$ cat config.mk
export PLATFORM = sky130hd
export DESIGN_NAME = eu_responder
export DESIGN_NICKNAME = d
export VERILOG_FILES = /design/src/rtl/eu_responder.sv
export SDC_FILE = /design/constraint.sdc
export NUM_CORES = 1
export LEC_CHECK = 0
export CAP_MARGIN = 20
export CORE_ASPECT_RATIO = 1.25
export CORE_MARGIN = 2
export CORE_UTILIZATION = 45
export DETAILED_ROUTE_END_ITERATION = 6
export PLACE_DENSITY_LB_ADDON = 0.3
export SYNTH_ARGS = -nofsm -noshare
export SYNTH_HDL_FRONTEND = slang
export SYNTH_SLANG_ARGS = --single-unit
$ cat constraint.sdc
create_clock -name clk_i -period 5.6 [get_ports clk_i]
set_input_delay 1.12 -clock clk_i [delete_from_list [all_inputs] [get_ports clk_i]]
set_output_delay 1.12 -clock clk_i [all_outputs]
set_load 0.005 [all_outputs]
$ cat src/rtl/eu_responder.sv
// Performance-monitor command endpoint for one execution unit: decodes command
// frames, owns the event counter and config bit, and streams ack/report frames.
module eu_responder #(
   parameter int unsigned     AXIS_DIN_W = 8,
   parameter int unsigned     ID_W       = 8,
   parameter logic [ID_W-1:0] ID         = 8'h00,
   parameter int unsigned     CNT_W      = 32,
   parameter bit              ACK_ON_BC  = 1'b1
) (
   input  logic                  clk_i,
   input  logic                  reset_ni,
   input  logic                  s_axis_tvalid_i,
   output logic                  s_axis_tready_o,
   input  logic                  s_axis_tlast_i,
   input  logic [AXIS_DIN_W-1:0] s_axis_tdata_i,
   output logic                  m_axis_tvalid_o,
   input  logic                  m_axis_tready_i,
   output logic                  m_axis_tlast_o,
   output logic [AXIS_DIN_W-1:0] m_axis_tdata_o,
   input  logic                  event_i,
   output logic                  cnt_en_o
);

   localparam int unsigned RESP_BYTES = 2 + CNT_W / 8;
   localparam logic [3:0]  ACK_LAST   = 4'd1;
   localparam logic [3:0]  REP_LAST   = 4'(RESP_BYTES - 1);
   localparam logic [7:0]  OP_WR      = 8'h01;
   localparam logic [7:0]  OP_SEND    = 8'h11;
   localparam logic [7:0]  RSP_ACK    = 8'h81;
   localparam logic [7:0]  RSP_REP    = 8'h91;
   localparam logic [7:0]  BC_ADDR    = 8'hFF;

   typedef enum logic {ST_RX, ST_TX} state_e;

   state_e           state_q, state_d;
   logic [1:0]       rx_cnt_q, rx_cnt_d;
   logic             id_hit_q, id_hit_d;
   logic             bc_hit_q, bc_hit_d;
   logic [7:0]       op_q, op_d;
   logic             cfg_en_q, cfg_en_d;
   logic [CNT_W-1:0] cnt_q, cnt_d;
   logic [CNT_W-1:0] snap_q, snap_d;
   logic             rep_q, rep_d;
   logic [3:0]       tx_idx_q, tx_idx_d;
   logic             s_tready_q, s_tready_d;
   logic             m_tvalid_q, m_tvalid_d;
   logic             m_tlast_q, m_tlast_d;
   logic [7:0]       m_tdata_q, m_tdata_d;

   logic rx_hs, tx_hs, dest_ok, need_ack, wr_exec, send_exec, clr;

   // NOTE: every _d gets its hold value first so no path through this block infers a latch.
   always_comb begin
      state_d    = state_q;
      rx_cnt_d   = rx_cnt_q;
      id_hit_d   = id_hit_q;
      bc_hit_d   = bc_hit_q;
      op_d       = op_q;
      cfg_en_d   = cfg_en_q;
      cnt_d      = cnt_q;
      snap_d     = snap_q;
      rep_d      = rep_q;
      tx_idx_d   = tx_idx_q;
      m_tvalid_d = m_tvalid_q;
      m_tlast_d  = m_tlast_q;
      m_tdata_d  = m_tdata_q;

      // s_tready_q is only ever high in RX, so it doubles as the state qualifier.
      rx_hs     = s_tready_q && s_axis_tvalid_i;
      tx_hs     = m_tvalid_q && m_axis_tready_i;
      dest_ok   = id_hit_q || bc_hit_q;
      need_ack  = id_hit_q || (ACK_ON_BC && bc_hit_q);
      wr_exec   = rx_hs && s_axis_tlast_i && (rx_cnt_q == 2'd2) && (op_q == OP_WR) && dest_ok;
      send_exec = rx_hs && s_axis_tlast_i && (rx_cnt_q == 2'd1)
                  && (s_axis_tdata_i == OP_SEND) && dest_ok;
      clr       = wr_exec && s_axis_tdata_i[1];

      if (clr) begin
         cnt_d = '0;
      end else if (event_i && cfg_en_q) begin
         cnt_d = cnt_q + CNT_W'(1);
      end

      if (rx_hs) begin
         if (rx_cnt_q == 2'd0) begin
            id_hit_d = (s_axis_tdata_i == ID);
            bc_hit_d = (s_axis_tdata_i == BC_ADDR);
         end
         if (rx_cnt_q == 2'd1) begin
            op_d = s_axis_tdata_i;
         end
         if (s_axis_tlast_i) begin
            rx_cnt_d = 2'd0;
         end else if (rx_cnt_q != 2'd3) begin
            rx_cnt_d = rx_cnt_q + 2'd1;
         end
      end

      if (wr_exec) begin
         cfg_en_d = s_axis_tdata_i[0];
      end

      if (send_exec || (wr_exec && need_ack)) begin
         state_d    = ST_TX;
         rep_d      = send_exec;
         snap_d     = cnt_q;
         tx_idx_d   = 4'd0;
         m_tvalid_d = 1'b1;
         m_tlast_d  = 1'b0;
         m_tdata_d  = ID;
      end

      if (state_q == ST_TX && tx_hs) begin
         if (m_tlast_q) begin
            state_d    = ST_RX;
            m_tvalid_d = 1'b0;
            m_tlast_d  = 1'b0;
            m_tdata_d  = 8'h00;
         end else begin
            tx_idx_d  = tx_idx_q + 4'd1;
            m_tlast_d = (tx_idx_d == (rep_q ? REP_LAST : ACK_LAST));
            if (tx_idx_q == 4'd0) begin
               m_tdata_d = rep_q ? RSP_REP : RSP_ACK;
            end else begin
               // Snapshot goes out LSB first; drop each byte once it has been accepted.
               if (tx_idx_q != 4'd1) begin
                  snap_d = snap_q >> 8;
               end
               m_tdata_d = snap_d[7:0];
            end
         end
      end

      s_tready_d = (state_d == ST_RX);
   end

   always_ff @(posedge clk_i) begin
      if (!reset_ni) begin
         state_q    <= ST_RX;
         rx_cnt_q   <= 2'd0;
         id_hit_q   <= 1'b0;
         bc_hit_q   <= 1'b0;
         op_q       <= 8'h00;
         cfg_en_q   <= 1'b0;
         cnt_q      <= '0;
         snap_q     <= '0;
         rep_q      <= 1'b0;
         tx_idx_q   <= 4'd0;
         s_tready_q <= 1'b0;
         m_tvalid_q <= 1'b0;
         m_tlast_q  <= 1'b0;
         m_tdata_q  <= 8'h00;
      end else begin
         state_q    <= state_d;
         rx_cnt_q   <= rx_cnt_d;
         id_hit_q   <= id_hit_d;
         bc_hit_q   <= bc_hit_d;
         op_q       <= op_d;
         cfg_en_q   <= cfg_en_d;
         cnt_q      <= cnt_d;
         snap_q     <= snap_d;
         rep_q      <= rep_d;
         tx_idx_q   <= tx_idx_d;
         s_tready_q <= s_tready_d;
         m_tvalid_q <= m_tvalid_d;
         m_tlast_q  <= m_tlast_d;
         m_tdata_q  <= m_tdata_d;
      end
   end

   assign s_axis_tready_o = s_tready_q;
   assign m_axis_tvalid_o = m_tvalid_q;
   assign m_axis_tlast_o  = m_tlast_q;
   assign m_axis_tdata_o  = m_tdata_q;
   assign cnt_en_o        = cfg_en_q;

endmodule

# Word level (Yosys, flattened, before mapping)
# Index checks and enable logic that the tools add are counted.
# W data, S select, Z words.
op_classes:
  addsub: 3
  n_eq_ne: 8
  muxes: 25
  n_bitwise: 2
  n_reduce_logical: 24
ops:
  columns: ["op", "n"]
  rows:
  - ["$mux W32", 5]
  - ["$add A32 B1 Y32 const B", 1]
  - ["$mux W8", 4]
  - ["$logic_and A1 B1 Y1", 13]
  - ["$mux W4", 3]
  - ["$mux W1", 9]
  - ["$eq A8 B1 Y1 const B", 1]
  - ["$eq A8 B5 Y1 const B", 1]
  - ["$eq A8 B8 Y1 const B", 1]
  - ["$logic_not A8 Y1", 1]
  - ["$reduce_and A2 Y1", 3]
  - ["$mux W5", 1]
  - ["$add A4 B1 Y4 const B", 1]
  - ["$eq A4 B3 Y1", 1]
  - ["$logic_not A4 Y1", 1]
  - ["$mux W2", 2]
  - ["$ne A4 B1 Y1 const B", 1]
  - ["$reduce_bool A2 Y1", 2]
  - ["$mux W3", 1]
  - ["$add A2 B1 Y2 const B", 1]
  - ["$eq A2 B1 Y1 const B", 1]
  - ["$eq A2 B2 Y1 const B", 1]
  - ["$logic_not A2 Y1", 1]
  - ["$logic_or A1 B1 Y1", 2]
  - ["3 further kinds", 4]
word_totals:
  regBits: 94
  in_bits: 14
  out_inout_bits: 12
  wordCells: 76

# Longest topological paths before layout
# Gate-level depths: netlist of run 1.
depth:
  depth_word: 12
  mapped_depth: 9
  depth_no_buf: 7

# Worst setup path before layout of run 1
# No wires, ideal clock.
synth_timing:
  path_kind: "input to register"
  from: "in s_axis_tdata_i[7]"
  to: "reg m_tdata_q[0] (netlist: m_axis_tdata_o[0])"
  setup_time_ns: 0.132
  arrival_ns: 2.290
  path_slack_ns: 3.179
  path_stages: 6
  n_path_buf: 1
  cell_sequence: "nor4_2 and3_1 o21ai_1 buf_2 a211oi_1 o211ai_1"
synth_between:
  elab_chain_len: 9
  word_cells_on_any_way: 10
synth_lines:
  columns: ["item", "line", "text"]
  rows:
  - ["start: declaration", "15", "input logic [AXIS_DIN_W-1:0] s_axis_tdata_i,"]
  - ["$eq A8 B5 Y1 (*)", "75", "&& (s_axis_tdata_i == OP_SEND) && dest_ok;"]
  - ["$logic_and A1 B1 Y1 (*) (2 in a row)", "75", null]
  - ["$logic_or A1 B1 Y1 (*)", "103", "if (send_exec || (wr_exec && need_ack)) begin"]
  - ["$mux W32", "103", null]
  - ["$mux W32", "126", "if (tx_idx_q != 4'd1) begin"]
  - ["$mux W8", "122", "if (tx_idx_q == 4'd0) begin"]
  - ["$mux W8", "114", "if (m_tlast_q) begin"]
  - ["$mux W8", "113", "if (state_q == ST_TX && tx_hs) begin"]
  - ["end signal: assignment", "167", "m_tdata_q <= m_tdata_d;"]
  - ["end: declaration", "48", "logic [7:0] m_tdata_q, m_tdata_d;"]
# Every way passes the cells marked *; elsewhere a longest branch is shown, timed or not.
# A chain may end at the register's enable or synchronous reset.

# Worst setup path in the final report of run 1
layout_timing:
  from: "in reset_ni"
  to: "reg cnt_q[14]"
layout_between:
  elab_chain_len: 2
layout_lines:
  columns: ["item", "line", "text"]
  rows:
  - ["start: declaration", "11", "input logic reset_ni,"]
  - ["$not A1 Y1 (no line)", null, null]
  - ["$reduce_or A2 Y1 (no line)", null, null]
  - ["end signal: assignment", "160", "cnt_q <= cnt_d;"]
  - ["end: declaration", "41", "logic [CNT_W-1:0] cnt_q, cnt_d;"]
# No other way between the ends.

==> results of run 1 <==
tightest hold or removal path, stage by stage (launching register included):
cell and delay, ns:
dfxtp_1 0.31, nand2_1 0.05, a21oi_1 0.05
Yosys cell counts, types with 2 or more instances:
cell type and count:
a21boi_0 4, o22ai_1 2, nand3_1 35, a211oi_1 2, nor3b_1 3, nand4_1 18
buf_1 5, xor2_1 24, o211ai_1 10, ha_1 8, dfxtp_1 94, nor4_1 3
xnor2_1 9, nor2_1 45, a21oi_1 23, nand2_1 71, and3_1 5, nor2b_1 13
o21ai_0 26, and2_1 5, clkbuf_1 15, nand4b_1 2, nor3_1 7, and4_1 2
a22oi_1 2, inv_1 7, buf_2 6, a31oi_1 16, mux2i_1 17, o221ai_1 2
through the flow:
step	worst slack (ns)	power [mW]	cells	area (sq um)	hold slack [ns]
6_report	2.71	1.34	642	4940	0.459
3_3_place_gp	2.09	0.725	624	4580	0.441
4_1_cts	2.37	1.35	640	4910	0.459
5_1_grt	2.52	1.38	642	4940	0.487
2_1_floorplan	3.18	0.707	499	4250	0.433
3_5_place_dp	2.00	0.725	625	4600	0.451
layer usage:
metal	global-route usage, %	share of wire (%)	vias to the layer above	wire length [microns]
li1	-	-	1792	-
met1	23.6	45	1644	4280
met2	33.2	50	58	4750
met3	2.35	2.9	9	272
met4	8.28	1.5	0	144
met5	0	0	-	0
where the power goes:
part / total, mW / leakage (nW) / internal, mW / switching (mW)
logic: 0.0400 / 0.861 / 0.0177 / 0.0223
clock network: 0.630 / 0.146 / 0.388 / 0.242
registers: 0.671 / 0.757 / 0.670 / 0.00141
total: 1.34 / 1.76 / 1.08 / 0.266
path summary, 6_finish.rpt:
path	to	startpoint	slack (ns)
min	snap_q[31]$_SDFF_PN0_	snap_q[31]$_SDFF_PN0_	0.46
min reg2reg	snap_q[31]$_SDFF_PN0_	snap_q[31]$_SDFF_PN0_	0.46
max reg2reg	m_axis_tdata_o[2]$_SDFFE_PN0P_	rx_cnt_q[1]$_SDFFE_PN0P_	3.38
max	cnt_q[14]$_SDFFE_PP0P_	reset_ni	2.71
flip-flops by register name (all words and copies together), names as in the netlist:
name,count
cnt_en_o,1
tx_idx_q,4
bc_hit_q,1
cnt_q,32
rep_q,1
m_axis_tlast_o,1
rx_cnt_q,2
snap_q,32
m_axis_tvalid_o,1
id_hit_q,1
s_axis_tready_o,1
m_axis_tdata_o,8
op_q,8
state_q,1
cells by family after synthesis:
kind of cell,Yosys count
xor gates and xnor gates,33
buffers and inverters,33
AOI/OAI and AO/OA,92
muxes,17
DFF,94
and+or+nand+nor,222
adders and majority gates,8
layout make-up:
| class | count | area (sq um) | area share [%] |
|---|---|---|---|
| multi-input combinational | 372 | 2250 | 45.5 |
| sequential | 94 | 1880 | 38.1 |
| timing repair buffer | 31 | 323 | 6.54 |
| clock buffer | 11 | 233 | 4.71 |
| tap | 123 | 154 | 3.12 |
| clock inverter | 4 | 72.6 | 1.47 |
| inverter | 7 | 26.3 | 0.532 |
layout by cell type, fill, tap and decap left out, drive strengths merged, types with 7 or more instances in the layout:
cell and instances:
dfxtp 94, nand2 71, nor2 45, nand3 36, o21ai 27, clkdlybuf4s50 25, xor2 24, a21oi 23
nand4 20, mux2i 17, a31oi 16, nor2b 13, clkbuf 11, o211ai 10, xnor2 9, ha 8
inv 7, nor3 7
==> key figures, run 1 <==
Timing
  – Slew headroom: 45.3%
  – Maximum clock rate: 0.346 GHz
  – Max Slew Vio Count: 0
  – Setup Skew: about 0.0076 ns
  – Setup TNS: 0 ns
  – Final period util: roughly half
  – Hold Vio Cnt, Final: 0
  – Final Setup Violations: 0
  – RSZ-0062 raised after global routing: no
  – Final min period: 2.89 ns
  – Slew @ Worst Pin: between 0.8 and 0.9 ns

Critical path
  – CP Depth: 4
  – WP buf/inv: 2
  – Worst Path Required: 5.87 ns
  – Reg2reg path depth: 8
  – Critical Path Start Type: input port
  – Largest delay share family, worst path: buffers and inverters
  – Critical Path, Cell by Cell: clkdlybuf4s50_1 -> nand2_1 -> buf_8 -> nor2_1
  – CP Capture Type: flop
  – Crit-path max cell delay: 1.00 ns
  – CP max-delay cell: clkdlybuf4s50_1
  – Critical Path AT: 3.17 ns
  – Critical setup path kind: input port to flop
  – Worst-path maximum fanout: 28

Power
  – Peak supply drop: roughly 0.17 mV
  – P_leak: 1.76 nW
  – Power density over the cells: 272 mW/mm^2

Route
  – Detailed-route via count: 3503
  – DRC viols: 0
  – Post-DR vias/cell: 5.46
  – Drt pass-1 iters: 5
  – WL/cell: 14.7 microns
  – Initial drt markers: approximately 290
  – Post-Route WL: 9450 microns
  – Antenna Nets Post-Route: 0

Place
  – Post-DP HPWL: 6590 microns
  – GP Congestion: 0.828
  – Buffers on Ports: 25

Synthesis
  – Adder-cell share of the synthesized area: under 10%
  – Syn Nets: 521
  – Yosys top cell area share: 44.3%
  – Synth Area in Compound Gates: 13.0%
  – Post-synth top area cell: dfxtp_1
  – Multiplexer area fraction after synthesis: 4.00%
  – Simple-Gate Fraction of Synth Area: 26.4%
  – Cell variety after synth: 48
  – Largest family of logic cells by synthesized area: simple AND/OR/NAND/NOR gates
  – Yosys Warn Count: 0
  – FFs w/ async S/R, synth: 0%
  – Mapped Avg Cell Area: 8.52 sq um
  – Mapped cell area: 0.00425 sq mm
  – Seq/Total Area, Yosys: between 40 and 50%
  – EDFF count, synth: 0
  – Ys flop type: dfxtp_1
  – Synth Area in XOR/XNOR: 6.80%
  – Synthesized flop and latch total: between 90 and 100
  – Synth top area cells: dfxtp_1, nand2_1, xor2_1
  – Post-Synthesis Cells: 499

Outcome
  – Outcome: complete, no violations

Clock network
  – CTS tree: built
  – H-tree depth: 3
  – CTS Sinks: 94
  – Post-CTS Setup Bufs: 0
  – # hold bufs at CTS: 0
  – Post-cts resize count: 0
  – Skew-Pair Late Insertion Delay: 0.34 ns
  – Clock transition at the registers of the reported paths: 0.06 ns
  – Max Buffers Root-to-Sink: 2
  – Root Buffer Master: clkbuf_16
  – Total CTS buffers: 9

Layout
  – Final Net Count: around 540
  – Share of layout cells above drive strength 1: 5.78%
  – Area delta synth->final: 16.2%
  – Filler cells: 862
  – Antenna cell count: 0
  – Final Util: 53.8%

GRT
  – First-pass GRT wire length: 16000 microns
  – Vias in the first global route: between 3000 and 4000
  – GRT Total Usage: between 10% and 20%
  – Total gr overflow: 0
  – Antenna violations before repair: 0
  – Largest net degree at the start of global routing: 46

Die
  – Initial Util: 46.3%
  – Die area: between 0.01 and 0.015 sq mm
  – Core area: ~0.009 sq mm
  – Site Rows: 39
  – Die Span X: just over 90 microns
  – Die height: ~110 microns
  – Top Ports: 26

Hold path
  – Hold path depth: 2
  – Hold crit path type: flop to flop

Flow run
  – MaxCap Viol Count: 0
Note: power is estimated with default switching activity, not from simulation.
==> run 2, diff against run 1 <==
==> constraint.sdc (replaced) <==
create_clock -name clk_i -period 2.95 [get_ports clk_i]
set_input_delay 0.59 -clock clk_i [delete_from_list [all_inputs] [get_ports clk_i]]
set_output_delay 0.59 -clock clk_i [all_outputs]
set_load 0.005 [all_outputs]
==> run 2 against run 1 <==
Wire length fell by 1.5%. Setup slack worse by 2.2 ns. Total power increased by 86%. Sequential share of layout area barely moved. Final area rose by 0.10%. Via count is 2.2% higher. Highest routed layer unchanged. Die area is the same. Largest power group unchanged. Final cell count rose by 0.62%. Largest cell class unchanged. Critical path depth is 3 higher. Register-to-register slack worse by 2.8 ns.
==> key figures, run 2 (same netlist as run 1, synthesis figures left out) <==
Layout
  – Commonest non-fill, non-tap cells in the layout: dfxtp_1, nand2_1, nor2_1
  – Area delta synth->final: 16.3%
  – Final Net Count: 540
  – Antenna cell count: 0
  – Share of layout cells above drive strength 1: 6.69%
  – Layout Cells excl Fill: 646
  – Biggest regs: cnt_q: 32 flops, snap_q: 32 flops
  – Commonest non-fill, non-tap cell in the layout: dfxtp_1

Power
  – Sw Pwr: 0.529 mW
  – Clock network power share: 45.8%
  – Total internal power: 1.96 mW
  – Power density over the cells: 504 mW/mm^2
  – Sequential Power Share: 51.1%
  – Sw frac: between 20% and 30%
  – Tot Pwr: about 2.5 mW
  – Peak supply drop: between 0.3 and 0.4 mV
  – Part of the power in combinational logic: under 10%
  – P_leak: 1.77 nW

Timing
  – Hold Vio Cnt, Final: 0
  – Max Slew Vio Count: 0
  – Setup TNS: 0 ns
  – Final Setup Violations: 0
  – Slew headroom: 48.2%
  – Final min period: roughly 2.4 ns
  – Final period util: between 80% and 90%
  – RSZ-0062 raised after global routing: no
  – Setup Skew: 0.00715 ns
  – Slew @ Worst Pin: 0.776 ns
  – Maximum clock rate: 0.408 GHz

Route
  – Initial drt markers: 223
  – Met3 routed WL: 273 microns
  – Drt pass-1 iters: 5
  – Post-DR vias/cell: 5.54
  – WL/cell: roughly 14 microns
  – Detailed-route via count: 3579
  – Uppermost layer routed: met4
  – Post-Route WL: between 9000 and 10000 microns
  – Metal2 WL: approximately 4600 microns
  – Antenna Nets Post-Route: 0
  – DRC viols: 0
  – WL met1: 4190 microns

GRT
  – GRT Total Usage: 19.2%
  – Antenna violations before repair: 0
  – Vias in the first global route: 3406
  – Largest net degree at the start of global routing: 59
  – Total gr overflow: 0
  – First-pass GRT wire length: 16000 microns

Critical path
  – Critical Path Start Type: input port
  – Critical Path, Cell by Cell: clkdlybuf4s50_1 -> and3_1 -> and3_1 -> o21ai_4 -> buf_4 -> nand2_1 -> a31oi_1
  – CP max-delay cell: o21ai_4
  – Worst-path maximum fanout: 24
  – Largest delay share family, worst path: buffers and inverters
  – CP Capture Type: flop
  – Worst Path Required: 3.22 ns
  – Critical Path AT: 2.71 ns
  – Critical setup path kind: input port to flop
  – Crit-path max cell delay: around 0.56 ns
  – CP most frequent cell: and3_1
  – WP buf/inv: 2

Die
  – Top Ports: 26
  – Die Span X: 90.9 microns
  – Die area: 0.0102 sq mm
  – Site Rows: 39
  – Initial Util: 46.3%
  – Core area: 0.00917 sq mm
  – Die height: 113 microns

Place
  – Post-DP HPWL: 6570 microns
  – Inst Count DP: 630
  – Buffers on Ports: 25
  – GP Congestion: 0.809

Outcome
  – Outcome: complete, no violations

Flow run
  – MaxCap Viol Count: 0

Clock network
  – Max Buffers Root-to-Sink: 2
  – CTS tree: built
  – Clock transition at the registers of the reported paths: roughly 0.060 ns
  – Post-cts resize count: 0
  – # hold bufs at CTS: 0
  – Total CTS buffers: 9
  – Post-CTS Setup Bufs: 0
  – Skew-Pair Late Insertion Delay: 0.34 ns
  – Root Buffer Master: clkbuf_16
  – H-tree depth: 3
  – CTS Sinks: between 90 and 100

Hold path
  – Hold crit path type: flop to flop
run 2: cell types whose count changed in the layout (fill, tap and decap cells not counted), sizes merged:
cell    delta
inv        +1
clkinv     +2
buf        +3
clkbuf     -1
bufinv     -1
run 2: final timing paths:
path                                 start               endpoint  slack [ns]  cells after the start
setup / recovery         s_axis_tdata_i[0]  snap_q[17]$_SDFF_PN0_        0.50                      7
hold / removal       snap_q[29]$_SDFF_PN0_  snap_q[29]$_SDFF_PN0_        0.45                      2
setup reg to reg  rx_cnt_q[1]$_SDFFE_PN0P_  snap_q[17]$_SDFF_PN0_        0.56                      8
hold reg to reg      snap_q[29]$_SDFF_PN0_  snap_q[29]$_SDFF_PN0_        0.45                      2
run 2: metrics by stage:
stage	utilization [%]	hold WS (ns)	instance area (sq um)	setup slack, ns
finish	53.9	0.451	4940	0.502
global route	53.9	0.478	4940	0.342
CTS	53.9	0.454	4940	0.509
detailed placement	50.7	0.445	4650	0.164
global placement	50.7	0.441	4650	0.220
floorplan	-	0.433	4250	1.06
run 2: area by class of cell:
class	instances	area, sq um
well taps	123	154
multi-input cells	372	2250
repair buffers	34	343
clock buffers	10	229
clock inverters	6	61.3
inverters	7	26.3
flip-flops and latches	94	1880
fillers	891	4230
run 2: power groups by stage:
stage                     clock network, mW  registers (mW)  logic [mW]
after floorplan                           0            1.30      0.0392
after global placement                    0            1.30      0.0761
after detailed placement                  0            1.30      0.0771
after CTS                              1.17            1.27      0.0772
after global routing                   1.23            1.27      0.0839
final                                  1.14            1.27      0.0766
run 2: layer usage:
metal  GRT usage, %  vias up
li1               -     1793
met1           24.1     1707
met2           32.4       59
met3           3.36       20
met4           8.08        0
met5              0        -
run 2: worst min-delay path, cell delays in order (launching register included):
cell and delay, ns:
dfxtp_1 0.31, nand2_1 0.05, a21oi_1 0.05
==> run 3, diff against run 2 <==
==> constraint.sdc (replaced) <==
create_clock -name clk_i -period 2.2 [get_ports clk_i]
set_input_delay 0.44 -clock clk_i [delete_from_list [all_inputs] [get_ports clk_i]]
set_output_delay 0.44 -clock clk_i [all_outputs]
set_load 0.005 [all_outputs]
==> run 3 against run 2 <==
Worst hold slack better by 0.0061 ns. Sequential share of layout area decreased by 1.7 points. Register-to-register slack got worse by 0.42 ns. Total power grew 35%. Count of clock-buffer cells in the layout shrank 1. Global-route usage up 0.48 points. Critical endpoint is now m_axis_tdata_o[4]$_SDFFE_PN0P_.
==> key figures, run 3 (same netlist as run 1, synthesis figures left out) <==
GRT
  – GRT Total Usage: 19.7%
  – Antenna violations before repair: 0
  – First-pass GRT wire length: 16500 microns
  – Vias in the first global route: between 3000 and 4000
  – Total gr overflow: 0
  – Largest net degree at the start of global routing: 46

Place
  – Inst Count DP: 653
  – DP Worst Slack: -0.132 ns
  – Post-DP HPWL: between 7000 and 8000 microns
  – GP Congestion: 0.807
  – Buffers on Ports: 25

Critical path
  – Critical Path Start Type: flop
  – Worst-path maximum fanout: 10
  – Critical Path AT: 2.28 ns
  – Reg2reg path depth: 8
  – Worst Path Required: between 2 and 2.5 ns
  – Reg-to-reg startpoint: rx_cnt_q[1]$_SDFFE_PN0P_
  – CP Capture Type: flop
  – Setup slack, reg-to-reg: 0.14 ns
  – RR Endpoint: m_axis_tdata_o[4]$_SDFFE_PN0P_
  – Critical path launch point: rx_cnt_q[1]$_SDFFE_PN0P_
  – Critical setup path kind: flop to flop

Clock network
  – Root Buffer Master: clkbuf_16
  – Max Buffers Root-to-Sink: 2
  – # hold bufs at CTS: 0
  – Skew-Pair Late Insertion Delay: 0.34 ns
  – CTS tree: built
  – Clock transition at the registers of the reported paths: 0.07 ns
  – Total CTS buffers: 9
  – CTS Sinks: 94
  – H-tree depth: 3

Layout
  – Biggest regs: cnt_q: 32 flops, snap_q: 32 flops
  – Antenna cell count: 0
  – Area delta synth->final: 21.9%
  – Final Util: 56.5%
  – Share of layout cells above drive strength 1: 11.6%
  – Layout Cells excl Fill: 673
  – Commonest non-fill, non-tap cell in the layout: dfxtp_1
  – Final Net Count: 567
  – Commonest non-fill, non-tap cells in the layout: dfxtp_1, nand2_1, nor2_1

Timing
  – Final Setup Violations: 0
  – Max Slew Vio Count: 0
  – Final period util: 93.6%
  – Slew headroom: 64.5%
  – Maximum clock rate: 0.485 GHz
  – RSZ-0062 raised after global routing: no
  – Slew @ Worst Pin: 0.531 ns
  – Setup Skew: 0.0109 ns
  – Min setup slack post-route: approximately 0.14 ns
  – Hold Vio Cnt, Final: 0
  – Final min period: 2.06 ns

Route
  – Antenna Nets Post-Route: 0
  – DRC viols: 0
  – Initial drt markers: 189
  – WL/cell: 14.4 microns
  – Post-DR vias/cell: ~5.5
  – Post-Route WL: 9720 microns
  – Drt pass-1 iters: 4
  – Detailed-route via count: approximately 3700

Power
  – P_leak: 1.92 nW
  – Power density over the cells: approximately 650 mW/mm^2
  – Peak supply drop: roughly 0.4 mV

Die
  – Die height: 113 microns
  – Core area: 0.00917 sq mm
  – Die area: around 0.010 sq mm
  – Top Ports: 26
  – Die Span X: 90.9 microns
  – Site Rows: 39
  – Initial Util: 46.3%

Hold path
  – Worst Hold End: snap_q[26]$_SDFF_PN0_
  – Hold crit path type: flop to flop
  – Hold path depth: 2
  – Hold Path Origin: snap_q[26]$_SDFF_PN0_

Flow run
  – MaxCap Viol Count: 0

Outcome
  – Outcome: complete, no violations
-- run 3: cell count changes in the layout (fill, tap and decap cells not counted), sizes merged --
| cell | previous run | this run |
|---|---|---|
| buf | 9 | 36 |
| inv | 8 | 11 |
| bufinv | 1 | 0 |
| clkbuf | 10 | 9 |
| clkinv | 3 | 2 |
-- run 3: metrics by stage --
stage / area (sq um) / TNS [ns] / total power [mW] / hold slack [ns]
2_1_floorplan: 4250 / 0 / 1.80 / 0.433
4_1_cts: 5150 / 0 / 3.39 / 0.456
6_report: 5180 / 0 / 3.36 / 0.457
5_1_grt: 5180 / 0 / 3.47 / 0.475
3_5_place_dp: 4850 / -2.55 / 1.86 / 0.446
3_3_place_gp: 4850 / -1.46 / 1.86 / 0.443
-- run 3: report_power, final --
group / switching (mW) / internal, mW
Combinational: 0.0597 / 0.0564
Sequential: 0.00303 / 1.70
Clock: 0.731 / 0.806
Total: 0.794 / 2.57
-- run 3: worst max-delay path by stage --
| stage | to | slack (ns) | depth (start not counted) |
|---|---|---|---|
| 4_1_cts | snap_q[16]$_SDFF_PN0_ | 0.06 | 8 |
| 6_report | m_axis_tdata_o[4]$_SDFFE_PN0P_ | 0.14 | 8 |
| 3_5_place_dp | m_axis_tdata_o[7]$_SDFFE_PN0P_ | -0.13 | 6 |
| 2_1_floorplan | snap_q[21]$_SDFF_PN0_ | 0.32 | 9 |
| 5_1_grt | snap_q[16]$_SDFF_PN0_ | 0.04 | 8 |
| 3_3_place_gp | snap_q[20]$_SDFF_PN0_ | -0.07 | 7 |
-- run 3: layout make-up --
| class | count | area, sq um |
|---|---|---|
| repair buffers | 61 | 571 |
| inverters | 7 | 26.3 |
| clock inverters | 7 | 75.1 |
| clock buffers | 9 | 225 |
| well taps | 123 | 154 |
| multi-input cells | 372 | 2250 |
| fillers | 880 | 3990 |
| flip-flops and latches | 94 | 1880 |
-- run 3: worst max-delay path: stages, from the launching register on --
cell,delay (ns)
dfxtp_2,0.36
inv_1,0.06
ha_1,0.21
and3_1,0.20
and3_1,0.23
o21ai_4,0.33
buf_4,0.18
mux2i_1,0.26
o211ai_1,0.12
-- run 3: metal layers --
metal / track usage [%] / part of all wire (%)
met5: 0 / 0
met4: 4.85 / 1.2
met3: 3.96 / 2.8
met2: 34.8 / 51
met1: 24.5 / 45
-- run 3: what timing repair did --
action                     in CTS  in global routing
resized for setup               0                  1
setup endpoints to repair       0                 23
setup buffers                   0                  4
